## src/rtl/fir_pkg.sv

```systemverilog
// Shared definitions for the time-multiplexed FIR MAC sequencer.
// Holds the state encoding, tap-index width and default accumulator width.
package fir_pkg;

    localparam logic [1:0] ST_IDLE = 2'd0;
    localparam logic [1:0] ST_MAC  = 2'd1;
    localparam logic [1:0] ST_OUT  = 2'd2;

    typedef enum logic [1:0] {
        IDLE = ST_IDLE,
        MAC  = ST_MAC,
        OUT  = ST_OUT
    } state_e;

    // Index width for a bank of 'taps' entries; never narrower than one bit.
    function automatic int tap_idx_w(input int taps);
        return (taps > 1) ? $clog2(taps) : 1;
    endfunction

    // Full-precision accumulator: product width plus growth over all taps.
    function automatic int acc_width_default(input int width, input int taps);
        return 2 * width + $clog2(taps);
    endfunction

endpackage

```

## src/rtl/fir_coef_bank.sv

```systemverilog
// Coefficient register file: one synchronous write port, one asynchronous
// read port, all entries cleared by reset.
module fir_coef_bank
    import fir_pkg::*;
#(
    parameter int WIDTH = 32,
    parameter int TAPS  = 8
) (
    input  logic                          clk,
    input  logic                          rst,
    input  logic                          we,
    input  logic [tap_idx_w(TAPS)-1:0]    waddr,
    input  logic signed [WIDTH-1:0]       wdata,
    input  logic [tap_idx_w(TAPS)-1:0]    raddr,
    output logic signed [WIDTH-1:0]       rdata
);

    logic signed [WIDTH-1:0] mem_q [TAPS];
    logic signed [WIDTH-1:0] mem_d [TAPS];

    always_comb begin
        mem_d = mem_q;
        if (we) begin
            mem_d[waddr] = wdata;
        end
    end

    always_ff @(posedge clk or posedge rst) begin
        if (rst) begin
            for (int i = 0; i < TAPS; i++) begin
                mem_q[i] <= '0;
            end
        end else begin
            mem_q <= mem_d;
        end
    end

    assign rdata = mem_q[raddr];

endmodule

```

## src/rtl/fir_mac_sequencer.sv

```systemverilog
// FIR engine controller: one shared signed multiply-accumulate stepped across
// all taps per accepted sample, with valid/ready handshakes on both sides.
module fir_mac_sequencer
    import fir_pkg::*;
#(
    parameter int WIDTH     = 32,
    parameter int TAPS      = 8,
    parameter int ACC_WIDTH = acc_width_default(WIDTH, TAPS)
) (
    input  logic                          clk,
    input  logic                          rst,
    input  logic                          in_valid,
    output logic                          in_ready,
    input  logic signed [WIDTH-1:0]       in_sample,
    input  logic                          coef_we,
    input  logic [tap_idx_w(TAPS)-1:0]    coef_addr,
    input  logic signed [WIDTH-1:0]       coef_data,
    output logic                          out_valid,
    input  logic                          out_ready,
    output logic signed [ACC_WIDTH-1:0]   out_data,
    output logic                          busy
);

    localparam int               IDX_W  = tap_idx_w(TAPS);
    localparam logic [IDX_W-1:0] LAST_K = IDX_W'(TAPS - 1);

    state_e                        state_q, state_d;
    logic [IDX_W-1:0]              k_q, k_d;
    logic signed [ACC_WIDTH-1:0]   acc_q, acc_d;
    logic signed [WIDTH-1:0]       x_q [TAPS];
    logic signed [WIDTH-1:0]       x_d [TAPS];

    logic signed [WIDTH-1:0]       coef_rd;
    logic signed [2*WIDTH-1:0]     prod;
    logic                          coef_wr_en;

    // Coefficients are only writable while no pass is in flight.
    assign coef_wr_en = coef_we && (state_q == IDLE) && (32'(coef_addr) < TAPS);

    fir_coef_bank #(
        .WIDTH (WIDTH),
        .TAPS  (TAPS)
    ) u_coef_bank (
        .clk   (clk),
        .rst   (rst),
        .we    (coef_wr_en),
        .waddr (coef_addr),
        .wdata (coef_data),
        .raddr (k_q),
        .rdata (coef_rd)
    );

    assign prod = x_q[k_q] * coef_rd;

    always_comb begin
        state_d = state_q;
        k_d     = k_q;
        acc_d   = acc_q;
        x_d     = x_q;
        case (state_q)
            IDLE: begin
                if (in_valid) begin
                    x_d[0] = in_sample;
                    for (int i = 1; i < TAPS; i++) begin
                        x_d[i] = x_q[i-1];
                    end
                    acc_d   = '0;
                    k_d     = '0;
                    state_d = MAC;
                end
            end
            MAC: begin
                // Sign-extended product; the sum wraps modulo 2^ACC_WIDTH.
                acc_d = acc_q + ACC_WIDTH'(prod);
                if (k_q == LAST_K) begin
                    k_d     = '0;
                    state_d = OUT;
                end else begin
                    k_d = k_q + 1'b1;
                end
            end
            OUT: begin
                if (out_ready) begin
                    state_d = IDLE;
                end
            end
            default: begin
                state_d = IDLE;
            end
        endcase
    end

    always_ff @(posedge clk or posedge rst) begin
        if (rst) begin
            state_q <= IDLE;
            k_q     <= '0;
            acc_q   <= '0;
            for (int i = 0; i < TAPS; i++) begin
                x_q[i] <= '0;
            end
        end else begin
            state_q <= state_d;
            k_q     <= k_d;
            acc_q   <= acc_d;
            x_q     <= x_d;
        end
    end

    // Handshake outputs decode only from registered state.
    assign in_ready  = (state_q == IDLE);
    assign out_valid = (state_q == OUT);
    assign busy      = (state_q != IDLE);
    assign out_data  = acc_q;

endmodule

```

## config.mk

```make
export PLATFORM = sky130hd
export DESIGN_NAME = fir_mac_sequencer
export DESIGN_NICKNAME = d
export VERILOG_FILES = /design/src/rtl/fir_pkg.sv /design/src/rtl/fir_coef_bank.sv /design/src/rtl/fir_mac_sequencer.sv
export SDC_FILE = /design/constraint.sdc
export NUM_CORES = 2
export LEC_CHECK = 0
export BUFFER_PORTS_ARGS = -buffer_cell sky130_fd_sc_hd__buf_2
export CORE_MARGIN = 3
export CORE_UTILIZATION = 65
export CTS_BUF_LIST = sky130_fd_sc_hd__clkbuf_4 sky130_fd_sc_hd__clkbuf_8 sky130_fd_sc_hd__clkbuf_16
export DETAILED_ROUTE_END_ITERATION = 10
export PLACE_DENSITY = 0.8
export SLEW_MARGIN = 10
export SYNTH_ARGS = -nofsm -noshare
export SYNTH_HDL_FRONTEND = slang
export SYNTH_SLANG_ARGS = --single-unit
```

## constraint.sdc

```tcl
create_clock -name clk -period 37.1 [get_ports clk]
set_clock_uncertainty 0.05 [all_clocks]
set_input_delay 7.42 -clock clk [delete_from_list [all_inputs] [get_ports clk]]
set_output_delay 7.42 -clock clk [all_outputs]
set_load 0.05 [all_outputs]
```

==> impl_metrics.py <==
metrics = {
    "floorplan": {
        "die-area_sq_mm": 0.105,
        "placeableCoreArea_sq_mm": 0.100,
        "chipWidth_um": 324,
        "number_of_i_o_pins": 142,
        "num_rows": 116,
        "chipHeight_um": 324,
        "floorplan.initialDensity": 0.656,
    },
    "sta": {
        "max_slew_violation_count": 0,
        "totalNegativeSetupSlack_ps": 0,
        "unrepaired_setup_endpoints_after_global_routing": "false",
        "final.min_clock_period_ps": 11290,
        "worst_max_slew_margin_expressed_relative_to_the_limit": 0.141,
        "setup_violations": 0,
        "tightest_slew_ps": 1260,
        "final.period_utilization": 0.304,
        "final_hold_viol_count": 0,
        "fmaxAchievable_ghz": 0.0886,
    },
    "clocking": {
        "clock-root-buffer": "sky130_fd_sc_hd__clkbuf_16",
        "cts-htree-levels": 3,
        "post_cts_buffers": 0,
        "tritoncts.num_buffers": 66,
        "clkSlewWorstSetupHoldPaths_ps": 60,
        "cts_buffer_depth": 3,
        "post_cts.resized_instances": 0,
        "cts.sink_count": 584,
        "worst_skew_pair.late_latency_ps": 660,
        "tritoncts": "built",
        "cts_hold_buf": 0,
    },
    "critical_path": {
        "regToRegStartpoint": "k_q[0]",
        "setup.reg_to_reg.worst_slack_ps": 25810,
        "cp-start-kind": "register",
        "crit_required_ps": 37530,
        "rr_worst_depth": 28,
        "crit_slowest_cell": "sky130_fd_sc_hd__dfrtp_4",
        "cp.arrival_ps": 11720,
        "worst-path-max-fanout": 105,
        "crit_path_frequent_cell": "sky130_fd_sc_hd__fa_1",
        "end_kind": "register",
        "crit_path_max_incr_delay_ps": 800,
        "timing_worst_setup_path_type": "register to register",
        "worst-path-buf-inv": 7,
        "critical_path.reg2reg.endpoint": "out_data[60]",
        "critical-path-top-delay-family": "adder cells",
    },
    "drt": {
        "route.antenna.remaining_nets": 0,
        "drt-total-wl_um": 179000,
        "drt_iter0_drc": 4352,
        "routed-via-count": 46900,
        "detail_route.wl_per_cell_um": 22.5,
        "drc_errors": 0,
        "route.detailed.vias_per_inst": 5.91,
        "drtPass1Iterations": 6,
    },
    "synthesis": {
        "combinational_family_with_the_most_area_after_synthesis": "adder cells",
        "yosys_warnings": 0,
        "synth_simple_gate_area_share": 0.121,
        "netlist-cell-type-count": 70,
        "synthArstFlopShare": 1.00,
        "synth-edff-count": 0,
        "share_of_synthesized_cell_area_in_full_adder_half_adder_and_majority_cells": 0.421,
        "post_synth_mux_area_share": 0.104,
        "share_of_the_synthesized_area_in_compound_gates_ao_oa_aoi_oai": 0.0284,
        "synth-seq-area-share": 0.222,
        "synth.ff_latch_count": 584,
        "synth.cell_area_sq_mm": 0.0658,
        "ys_dominant_reg_cell": "sky130_fd_sc_hd__dfrtp_1",
        "synthesis.nets": 8094,
        "postSynthCellCount": 6553,
        "synth-xor-area-share": 0.00958,
        "synthesis.area_per_instance_sq_um": 10.0,
    },
    "global_routing": {
        "antenna_found_initial": 16,
        "grt_start_max_net_pins": 176,
        "grt_overflow_total": 0,
        "gr-usage-all-layers": 0.360,
        "grt_pass1_wl_um": 285000,
        "via_count_of_the_first_global_routing_pass": 51500,
    },
    "hold_path": {
        "timing.hold.worst.start": "x_q[13]",
        "worst_hold_path.num_cells": 2,
        "type_of_the_worst_min_delay_path": "register to register",
        "hold_end": "x_q[13]",
    },
    "flow_run": {
        "maxCapViolCount": 0,
    },
    "run_status": {
        "run_status": "completed",
    },
    "final_layout": {
        "syn_to_final_growth_pct": 6.86,
        "fin_cells": 7946,
        "final_area_sq_mm": 0.0703,
        "final_net_count": 8072,
        "drive_above_1_share": 0.130,
    },
    "placement": {
        "portBuffers": 141,
        "finalWeightedCongestion": 1.01,
        "post-place-cells": 7820,
        "post_dp_cell_area_sq_mm": 0.0679,
        "detailed_place_hpwl_um": 133000,
    },
}
==> per-stage QoR <==
step                utilization  setup WS [ps]  hold slack, ps
finish                    0.701          25810             420
global route              0.701          25130             449
CTS                       0.701          25880             423
detailed placement        0.677          25910             408
global placement          0.677          26070             402
floorplan                     -          13290             391
==> cell usage in the layout (no fill, tap or decap), types with 26 or more instances in the layout <==
master / count
sky130_fd_sc_hd__clkbuf_16: 68
sky130_fd_sc_hd__o21ai_0: 87
sky130_fd_sc_hd__dfrtp_1: 581
sky130_fd_sc_hd__nand2_1: 1394
sky130_fd_sc_hd__xnor2_1: 46
sky130_fd_sc_hd__inv_1: 1300
sky130_fd_sc_hd__fa_1: 1243
sky130_fd_sc_hd__nor2_1: 494
sky130_fd_sc_hd__xor2_1: 26
sky130_fd_sc_hd__a21o_1: 31
sky130_fd_sc_hd__mux4_2: 128
sky130_fd_sc_hd__mux2_2: 307
sky130_fd_sc_hd__buf_2: 141
sky130_fd_sc_hd__ha_1: 226
sky130_fd_sc_hd__a21oi_1: 62
sky130_fd_sc_hd__buf_4: 85
==> sequential cells by signal, summed over array words and instances (netlist names) <==
| register | cells |
|---|---|
| x_q | 256 |
| u_coef_bank.mem_q | 256 |
| k_q | 3 |
| state_q | 2 |
| out_data | 67 |
==> layer usage <==
layer	vias to the layer above	share of wire	GRT usage
met4	22	0.077	0.228
met2	2449	0.46	0.567
met5	-	0.00081	0
met1	24200	0.35	0.451
li1	19600	-	-
met3	703	0.11	0.0910
==> worst max-delay path by stage <==
stage,endpoint,startpoint,cells past startpoint
2_1_floorplan,k_q[0],rst,1
3_3_place_gp,x_q[107],rst,5
3_5_place_dp,out_data[60],k_q[0],28
4_1_cts,out_data[60],k_q[0],29
5_1_grt,out_data[60],k_q[0],29
6_report,out_data[60],k_q[0],28
==> kinds of logic (layout without fill, tap and decap cells) <==
| kind of cell | Yosys count | count (layout) |
|---|---|---|
| compound gates | 287 | 287 |
| xor+xnor | 72 | 72 |
| fa+ha+maj | 1469 | 1469 |
| buf+inv | 1621 | 1651 |
| flops | 584 | 584 |
| mux | 488 | 488 |
| other cells | 0 | 6 |
| simple gates | 2032 | 2032 |
==> synthesized netlist by cell type (25+ instances only) <==
cell type | instances | share of area
sky130_fd_sc_hd__a21o_1 | 31 | 0.0035
sky130_fd_sc_hd__a21oi_1 | 62 | 0.0047
sky130_fd_sc_hd__buf_1 | 39 | 0.0022
sky130_fd_sc_hd__buf_2 | 25 | 0.0019
sky130_fd_sc_hd__clkbuf_1 | 254 | 0.014
sky130_fd_sc_hd__dfrtp_1 | 584 | 0.22
sky130_fd_sc_hd__fa_1 | 1243 | 0.38
sky130_fd_sc_hd__ha_1 | 226 | 0.043
sky130_fd_sc_hd__inv_1 | 1303 | 0.074
sky130_fd_sc_hd__mux2_2 | 307 | 0.053
sky130_fd_sc_hd__mux2i_1 | 53 | 0.0081
sky130_fd_sc_hd__mux4_2 | 128 | 0.044
sky130_fd_sc_hd__nand2_1 | 1396 | 0.080
sky130_fd_sc_hd__nor2_1 | 495 | 0.028
sky130_fd_sc_hd__o21ai_0 | 87 | 0.0066
sky130_fd_sc_hd__xnor2_1 | 46 | 0.0061
sky130_fd_sc_hd__xor2_1 | 26 | 0.0035
==> worst reg2reg max path, delay by kind of cell (launching register included) <==
kind | cells | cell delay, ps
simple gates | 2 | 660
buf+inv | 7 | 1790
fa+ha+maj | 9 | 4120
mux | 2 | 1430
xor+xnor | 1 | 160
flops | 1 | 800
compound gates | 7 | 2110
==> area by class of cell <==
class | instances | area (sq um)
well taps | 1357 | 1700
flip-flops and latches | 584 | 14600
clock buffers | 89 | 1940
clock inverters | 31 | 438
fillers | 7094 | 30000
inverters | 1303 | 4900
diodes | 6 | 15.0
repair buffers | 228 | 1380
multi-input cells | 4348 | 45300
Power is left out: the tool's default activity adds up to more than one toggle a clock period on the data nets, which glitch-free logic cannot reach.
